--- src/rtl/vga_text_pkg.sv ---
// vga_text_pkg: shared text-mode geometry, control codes and controller states
package vga_text_pkg;
  localparam int COLS = 80;
  localparam int ROWS = 30;
  localparam logic [7:0] CH_BS    = 8'h08;
  localparam logic [7:0] CH_LF    = 8'h0A;
  localparam logic [7:0] CH_FF    = 8'h0C;
  localparam logic [7:0] CH_CR    = 8'h0D;
  localparam logic [7:0] CH_SPACE = 8'h20;
  typedef enum logic [1:0] {IDLE, WRITE, CLEAR} state_t;
  function automatic logic is_print(input logic [7:0] c);
    return c >= 8'h20 && c <= 8'h7E;
  endfunction
endpackage

--- src/rtl/text_write_ctrl_if.sv ---
// text_write_ctrl_if: byte intake from the SPI receiver and framebuffer write port
interface text_write_ctrl_if #(parameter int ADDR_W = 12);
  logic [7:0]        rx_data;
  logic              rx_valid;
  logic              rx_ready;
  logic              wr_en;
  logic [ADDR_W-1:0] wr_addr;
  logic [7:0]        wr_data;
  logic              wr_ready;
  modport master (input rx_data, rx_valid, wr_ready, output rx_ready, wr_en, wr_addr, wr_data);
  modport slave  (output rx_data, rx_valid, wr_ready, input rx_ready, wr_en, wr_addr, wr_data);
endinterface

--- src/rtl/text_write_ctrl_cursor_counter.sv ---
// text_cursor_counter: cursor column/row and the framebuffer base address of the current row
module text_cursor_counter #(
  parameter int COLS   = vga_text_pkg::COLS,
  parameter int ROWS   = vga_text_pkg::ROWS,
  parameter int ADDR_W = 12
) (
  input  logic              clk,
  input  logic              rst,
  input  logic              inc,
  input  logic              back,
  input  logic              cr,
  input  logic              lf,
  input  logic              home,
  output logic [6:0]        col,
  output logic [4:0]        row,
  output logic [ADDR_W-1:0] row_base,
  output logic [ADDR_W-1:0] lf_base
);
  import vga_text_pkg::*;
  logic last_row;
  assign last_row = row == 5'(ROWS - 1);
  // base of the row a line advance lands on; lets the caller start its clear without a multiplier
  assign lf_base = last_row ? '0 : row_base + ADDR_W'(COLS);
  always_ff @(posedge clk or posedge rst)
    if (rst) begin
      col      <= '0;
      row      <= '0;
      row_base <= '0;
    end else if (home) begin
      col      <= '0;
      row      <= '0;
      row_base <= '0;
    end else if (lf) begin
      col      <= '0;
      row      <= last_row ? '0 : row + 5'd1;
      row_base <= lf_base;
    end else if (cr) col <= '0;
    else if (inc) col <= col + 7'd1;
    else if (back) col <= col - 7'd1;
endmodule

--- src/rtl/text_write_ctrl.sv ---
// text_write_ctrl: decodes received bytes into framebuffer cell writes and row/screen clears.
// Optional cursor blink under `define TEXT_CURSOR_BLINK_EN.
module text_write_ctrl #(
  parameter int COLS         = vga_text_pkg::COLS,
  parameter int ROWS         = vga_text_pkg::ROWS,
  parameter int ADDR_W       = 12,
  parameter int BLINK_FRAMES = 30
) (
  input  logic                  clk,
  input  logic                  rst,
  text_write_ctrl_if.master     bus,
  input  logic                  frame_tick,
  output logic [6:0]            cursor_col,
  output logic [4:0]            cursor_row,
  output logic                  busy,
  output logic                  cursor_on
);
  import vga_text_pkg::*;
  state_t state, nstate;
  logic [ADDR_W-1:0] clr_end, n_end, n_addr, row_base, lf_base, cur_addr;
  logic [7:0] n_data;
  logic n_en, adv, n_adv, home_pend, n_home;
  logic inc, back, cr, lf, home, start_lf, xfer, take;

  text_cursor_counter #(.COLS(COLS), .ROWS(ROWS), .ADDR_W(ADDR_W)) u_cursor (
    .clk, .rst, .inc, .back, .cr, .lf, .home,
    .col(cursor_col), .row(cursor_row), .row_base, .lf_base
  );

  assign cur_addr     = row_base + ADDR_W'(cursor_col);
  assign bus.rx_ready = state == IDLE && !rst;
  assign busy         = state != IDLE;
  assign take         = bus.rx_valid && bus.rx_ready;
  assign xfer         = bus.wr_en && bus.wr_ready;

  always_comb begin
    nstate   = state;
    n_en     = bus.wr_en;
    n_addr   = bus.wr_addr;
    n_data   = bus.wr_data;
    n_end    = clr_end;
    n_adv    = adv;
    n_home   = home_pend;
    inc      = 1'b0;
    back     = 1'b0;
    cr       = 1'b0;
    lf       = 1'b0;
    home     = 1'b0;
    start_lf = 1'b0;
    case (state)
      IDLE:
        if (take) begin
          if (is_print(bus.rx_data)) begin
            nstate = WRITE;
            n_en   = 1'b1;
            n_addr = cur_addr;
            n_data = bus.rx_data;
            n_adv  = 1'b1;
          end else if (bus.rx_data == CH_CR) cr = 1'b1;
          else if (bus.rx_data == CH_LF) start_lf = 1'b1;
          else if (bus.rx_data == CH_BS && cursor_col != '0) begin
            back   = 1'b1;
            nstate = WRITE;
            n_en   = 1'b1;
            n_addr = cur_addr - ADDR_W'(1);
            n_data = CH_SPACE;
            n_adv  = 1'b0;
          end else if (bus.rx_data == CH_FF) begin
            nstate = CLEAR;
            n_en   = 1'b1;
            n_addr = '0;
            n_data = CH_SPACE;
            n_end  = ADDR_W'(COLS * ROWS - 1);
            n_home = 1'b1;
          end
        end
      WRITE:
        if (xfer) begin
          n_en   = 1'b0;
          nstate = IDLE;
          if (adv && cursor_col == 7'(COLS - 1)) start_lf = 1'b1;
          else if (adv) inc = 1'b1;
        end
      CLEAR:
        if (xfer) begin
          if (bus.wr_addr == clr_end) begin
            n_en   = 1'b0;
            nstate = IDLE;
            home   = home_pend;
          end else n_addr = bus.wr_addr + ADDR_W'(1);
        end
      default: nstate = IDLE;
    endcase
    // line advance moves the cursor now and blanks the destination row
    if (start_lf) begin
      lf     = 1'b1;
      nstate = CLEAR;
      n_en   = 1'b1;
      n_addr = lf_base;
      n_data = CH_SPACE;
      n_end  = lf_base + ADDR_W'(COLS - 1);
      n_home = 1'b0;
    end
  end

  always_ff @(posedge clk or posedge rst)
    if (rst) begin
      state       <= IDLE;
      bus.wr_en   <= 1'b0;
      bus.wr_addr <= '0;
      bus.wr_data <= '0;
      clr_end     <= '0;
      adv         <= 1'b0;
      home_pend   <= 1'b0;
    end else begin
      state       <= nstate;
      bus.wr_en   <= n_en;
      bus.wr_addr <= n_addr;
      bus.wr_data <= n_data;
      clr_end     <= n_end;
      adv         <= n_adv;
      home_pend   <= n_home;
    end

`ifdef TEXT_CURSOR_BLINK_EN
  localparam int BW = $clog2(BLINK_FRAMES + 1);
  logic [BW-1:0] blink_cnt;
  logic blink_wrap;
  assign blink_wrap = blink_cnt == BW'(BLINK_FRAMES - 1);
  always_ff @(posedge clk or posedge rst)
    if (rst) begin
      blink_cnt <= '0;
      cursor_on <= 1'b0;
    end else if (inc || back || cr || lf || home) begin
      blink_cnt <= '0;
      cursor_on <= 1'b1;
    end else if (frame_tick) begin
      blink_cnt <= blink_wrap ? '0 : blink_cnt + BW'(1);
      cursor_on <= blink_wrap ? ~cursor_on : cursor_on;
    end
`else
  localparam int unused_blink = BLINK_FRAMES;
  logic unused_tick;
  assign unused_tick = frame_tick;
  assign cursor_on   = 1'b0;
`endif
endmodule

--- src/flat_wrapper.sv ---
// flat-port wrapper written by rule: the top's interface ports become plain ports
module text_write_ctrl_flat import vga_text_pkg::*;
#(
  parameter int COLS         = vga_text_pkg::COLS,
  parameter int ROWS         = vga_text_pkg::ROWS,
  parameter int ADDR_W       = 12,
  parameter int BLINK_FRAMES = 30
)
  (clk, rst, frame_tick, cursor_col, cursor_row, busy, cursor_on, bus_rx_data, bus_rx_valid, bus_wr_ready, bus_rx_ready, bus_wr_en, bus_wr_addr, bus_wr_data);
  text_write_ctrl_if #(.ADDR_W(ADDR_W)) bus_i ();
  input  logic clk;
  input  logic rst;
  input  logic frame_tick;
  output logic [6:0] cursor_col;
  output logic [4:0] cursor_row;
  output logic busy;
  output logic cursor_on;
  input wire logic [$bits(bus_i.rx_data)-1:0] bus_rx_data;
  input wire logic [$bits(bus_i.rx_valid)-1:0] bus_rx_valid;
  input wire logic [$bits(bus_i.wr_ready)-1:0] bus_wr_ready;
  output wire logic [$bits(bus_i.rx_ready)-1:0] bus_rx_ready;
  output wire logic [$bits(bus_i.wr_en)-1:0] bus_wr_en;
  output wire logic [$bits(bus_i.wr_addr)-1:0] bus_wr_addr;
  output wire logic [$bits(bus_i.wr_data)-1:0] bus_wr_data;
  assign bus_i.rx_data = bus_rx_data;
  assign bus_i.rx_valid = bus_rx_valid;
  assign bus_i.wr_ready = bus_wr_ready;
  assign bus_rx_ready = bus_i.rx_ready;
  assign bus_wr_en = bus_i.wr_en;
  assign bus_wr_addr = bus_i.wr_addr;
  assign bus_wr_data = bus_i.wr_data;
  text_write_ctrl #(.COLS(COLS), .ROWS(ROWS), .ADDR_W(ADDR_W), .BLINK_FRAMES(BLINK_FRAMES)) u_core (.clk(clk), .rst(rst), .bus(bus_i), .frame_tick(frame_tick), .cursor_col(cursor_col), .cursor_row(cursor_row), .busy(busy), .cursor_on(cursor_on));
endmodule
--- config.mk ---
export PLATFORM = sky130hd
export DESIGN_NAME = text_write_ctrl_flat
export DESIGN_NICKNAME = d
export VERILOG_FILES = /design/src/rtl/vga_text_pkg.sv /design/src/rtl/text_write_ctrl_if.sv /design/src/rtl/text_write_ctrl_cursor_counter.sv /design/src/rtl/text_write_ctrl.sv /design/src/flat_wrapper.sv
export SDC_FILE = /design/constraint.sdc
export NUM_CORES = 1
export LEC_CHECK = 0
export CORE_MARGIN = 1.5
export CORE_UTILIZATION = 50
export DETAILED_ROUTE_END_ITERATION = 8
export DONT_BUFFER_PORTS = 1
export PLACE_DENSITY = 0.68
export SETUP_SLACK_MARGIN = 0.02
export SKIP_LAST_GASP = 1
export SYNTH_ARGS = -nofsm -noshare
export SYNTH_HDL_FRONTEND = slang
export SYNTH_HIERARCHICAL = 1
export SYNTH_SLANG_ARGS = --single-unit
--- constraint.sdc ---
create_clock -name clk -period 3.55 [get_ports clk]
set_input_delay 0.355 -clock clk [delete_from_list [all_inputs] [get_ports clk]]
set_output_delay 0.355 -clock clk [all_outputs]
set_load 0.005 [all_outputs]
==> out/metrics.cfg <==
[status]
run_status=completed

[final_layout]
final_nets=604
final_design_area_no_fill_sq_mm=0.00507
diode_insertion_count_for_antenna_repair=0
final_cell_mix=68 x sky130_fd_sc_hd__nor2_1, 61 x sky130_fd_sc_hd__dfrtp_1, 49 x sky130_fd_sc_hd__nand2_1
layout-area-overhead-vs-synth_pct=8.37
nFillCells=845
mostFrequentLayoutCell=sky130_fd_sc_hd__nor2_1
final_layout_size_suffix_gt1_share_pct=7.34

[worst_setup_path]
critical_path.max_fanout=8
worst_setup_path_start_kind=flop
crit_path_end_kind=flop
critical_path_arrival_ns=3.34
critical_path_required_ns=3.77
critical_path_class=reg -> reg

[pwr]
pwr_density_cell_mw_per_mm2=356
irDropWorstVdd_uv=198
netSwitchingFraction_pct=25.3
seq_power_share_pct=43.9
p_leak_nw=2.30
cell_internal_pwr_w=0.00135
power_frac_comb_pct=11.2
power_share_of_the_clock_group_pct=44.8
switchingPower_w=0.000457

[logic_synthesis]
postSynth.asyncResetShare_pct=100
syn_nets=603
synth-edff-count=0
synth_warnings=6
synth.lib_cells_used.distinct=71
synth_flop_cell=sky130_fd_sc_hd__dfrtp_1
syn_inst=566
syn_area_sq_mm=0.00468
synth.ff_latch_count=61
syn_area_per_cell_sq_um=8.27
synth-seq-area-share_pct=32.6

[timing]
timing.final.crit_period_ns=3.13
maxSlewHeadroom_pct=34.9
clock-skew-final_ns=0.0121
finalHoldViolations=0
post-route-period-util_pct=88.0
fmaxAchievable_mhz=320
timing.final.max_slew_violations=0
fin_tns_setup_ns=0
grt_setup_unrepaired=no
worstMarginPinSlew_ns=0.966
finalSetupViolCount=0

[route]
drt-total-wl_mm=11.6
post_drt_wl_per_cell_um=16.9
num_vias=4090
viasPerCell=5.99
firstDrtPassIters=5
drt_iter0_markers=206
postRouteAntennaNets=0
post-route-drc-count=0

[cts]
path_clk_slew_ns=0.07
cts-resized-gates=0
cts_max_path_buffers=2
tritoncts_clock_tree=yes
cts_made_buffers=9
clock-root-buffer=sky130_fd_sc_hd__clkbuf_8
h-tree-depth=3
worstSkewPairLatency_ns=0.35
total_clock_sinks=61

[floorplanning]
fp.coreArea_sq_mm=0.00915
initial_utilization_pct=51.1
ios=49
die_area_sq_mm=0.00995
die-height_um=99.7
die_span_in_x_um=99.7
num_rows=35

[placed_design]
gpl.final_weighted_congestion=0.901
port_buffers=0
post_dp_cell_area_sq_mm=0.00480
detailedPlacementHpwl_mm=8.68

[grt]
grt_util_all_layers_pct=24.7
global_route_wire_length_before_repair_mm=19.5
number_of_antenna_violations_at_the_first_check_in_global_routing=0
grt_overflow=0
first_global_vias=3907
grt_max_degree=25

[worst_hold_path]
hold_path.class=in -> async

[job]
max_cap_violations=0

[critical path, cell delays in order, from the launching register on]
cell                       delay, ns
sky130_fd_sc_hd__dfrtp_1        0.48
sky130_fd_sc_hd__ha_1           0.28
sky130_fd_sc_hd__fa_1           0.44
sky130_fd_sc_hd__a21o_1         0.20
sky130_fd_sc_hd__a211oi_1       0.28
sky130_fd_sc_hd__o22ai_1        0.18
sky130_fd_sc_hd__or3_4          0.43
sky130_fd_sc_hd__nor4b_4        0.30
sky130_fd_sc_hd__xnor2_1        0.12
sky130_fd_sc_hd__a211oi_2       0.25
sky130_fd_sc_hd__a221oi_2       0.05
[flip-flops by register name, indices dropped and copies added (netlist names)]
signal,count
u_core/bus.wr_en,1
u_core/u_cursor/row,5
u_core/adv,1
u_core/home_pend,1
u_core/u_cursor/row_base,12
u_core/u_cursor/col,7
u_core/state,2
u_core/clr_end,12
u_core/bus.wr_addr,12
u_core/bus.wr_data,8
[cell usage after synthesis (all sizes together), types with 4 or more instances]
library cell  instances  area share (%)
a211o                 5            0.94
a211oi                6             1.1
a21o                  5            0.80
a21oi                41             4.5
a22o                  6             1.1
a22oi                 4            0.64
and2                 10             1.3
and3                 12             1.6
and4                  4            0.75
buf                   9            0.99
clkbuf               12            0.96
dfrtp                61              33
ha                   22             5.9
inv                  24             1.9
mux2i                 4            0.86
nand2                50             4.1
nand3                15             1.7
nand4                 8             1.1
nor2                 69             5.9
nor2b                 5            0.83
nor3                 14             1.5
nor3b                 5            0.80
nor4                  8             1.1
o211ai                7             1.1
o21a                  7             1.1
o21ai                47             5.0
or2                   5            0.67
or3                   6            0.91
xnor2                22             4.1
xor2                 26             4.9
[timing repair]
item,in CTS,in global routing
setup endpoints to repair,0,0
hold buffers,1,0
hold endpoints to repair,14,0
setup buffers,0,0
[power by group through the flow]
| stage | Sequential, W | Combinational (W) | Clock (W) |
|---|---|---|---|
| detailed placement | 0.000807 | 0.000200 | 0 |
| global route | 0.000801 | 0.000236 | 0.000849 |
| floorplan | 0.000774 | 0.000187 | 0 |
| global placement | 0.000804 | 0.000198 | 0 |
| CTS | 0.000794 | 0.000202 | 0.000819 |
| finish | 0.000793 | 0.000203 | 0.000808 |
[layer usage]
| layer | vias to the layer above | share of wire (%) | track usage, % |
|---|---|---|---|
| li1 | 2038 | - | - |
| met1 | 1951 | 48 | 34.0 |
| met2 | 85 | 46 | 38.9 |
| met3 | 16 | 4.1 | 4.57 |
| met4 | 0 | 1.7 | 8.67 |
| met5 | - | 0 | 0 |
[final cells by class]
| type | count | area, sq um | share of cell area (%) |
|---|---|---|---|
| clock inverter | 3 | 90.1 | 1.78 |
| inverter | 24 | 90.1 | 1.78 |
| sequential | 61 | 1530 | 30.1 |
| tap | 111 | 139 | 2.74 |
| multi-input combinational | 460 | 2970 | 58.6 |
| timing repair buffer | 11 | 85.1 | 1.68 |
| clock buffer | 13 | 169 | 3.33 |
[path summary, 6_finish.rpt]
check                                              startpoint                                  to  slack (ns)  cells past startpoint
max                        u_core/u_cursor/col[0]$_DFFE_PP0P_  u_core/bus.wr_addr[11]$_DFFE_PP0P_        0.42                     10
min                                                       rst  u_core/u_cursor/col[3]$_DFFE_PP0P_        0.11                      1
max reg2reg                u_core/u_cursor/col[0]$_DFFE_PP0P_  u_core/bus.wr_addr[11]$_DFFE_PP0P_        0.42                     10
min reg2reg                     u_core/clr_end[5]$_DFFE_PP0P_       u_core/clr_end[5]$_DFFE_PP0P_        0.51                      2
max in group asynchronous                                 rst   u_core/bus.wr_data[2]$_DFFE_PP0P_        2.32                      3
min in group clk                               bus_rx_data[4]   u_core/bus.wr_data[4]$_DFFE_PP0P_        0.14                      1
[through the flow]
stage          setup WS [ns]  hold slack [ns]  utilization [%]  total power [W]  std cells
2_1_floorplan          0.674            0.370                -         0.000961        566
3_3_place_gp           0.499            0.329             52.5          0.00100        666
3_5_place_dp           0.444            0.335             52.5          0.00101        666
4_1_cts                0.433            0.126             55.4          0.00181        683
5_1_grt                0.211            0.132             55.4          0.00189        683
6_report               0.425            0.107             55.4          0.00180        683
[cell families after synthesis]
| logic type | Yosys count | synth area share (%) |
|---|---|---|
| buffers and inverters | 45 | 3.88 |
| AO/OA/AOI/OAI | 160 | 22.1 |
| AND/OR/NAND/NOR | 221 | 24.3 |
| flip-flops | 61 | 32.6 |
| adder cells (fa/ha/maj) | 24 | 6.74 |
| other | 1 | 0.0802 |
| XOR/XNOR | 48 | 8.99 |
| multiplexers | 6 | 1.34 |
No activity file was read; power rests on OpenSTA's default activity.
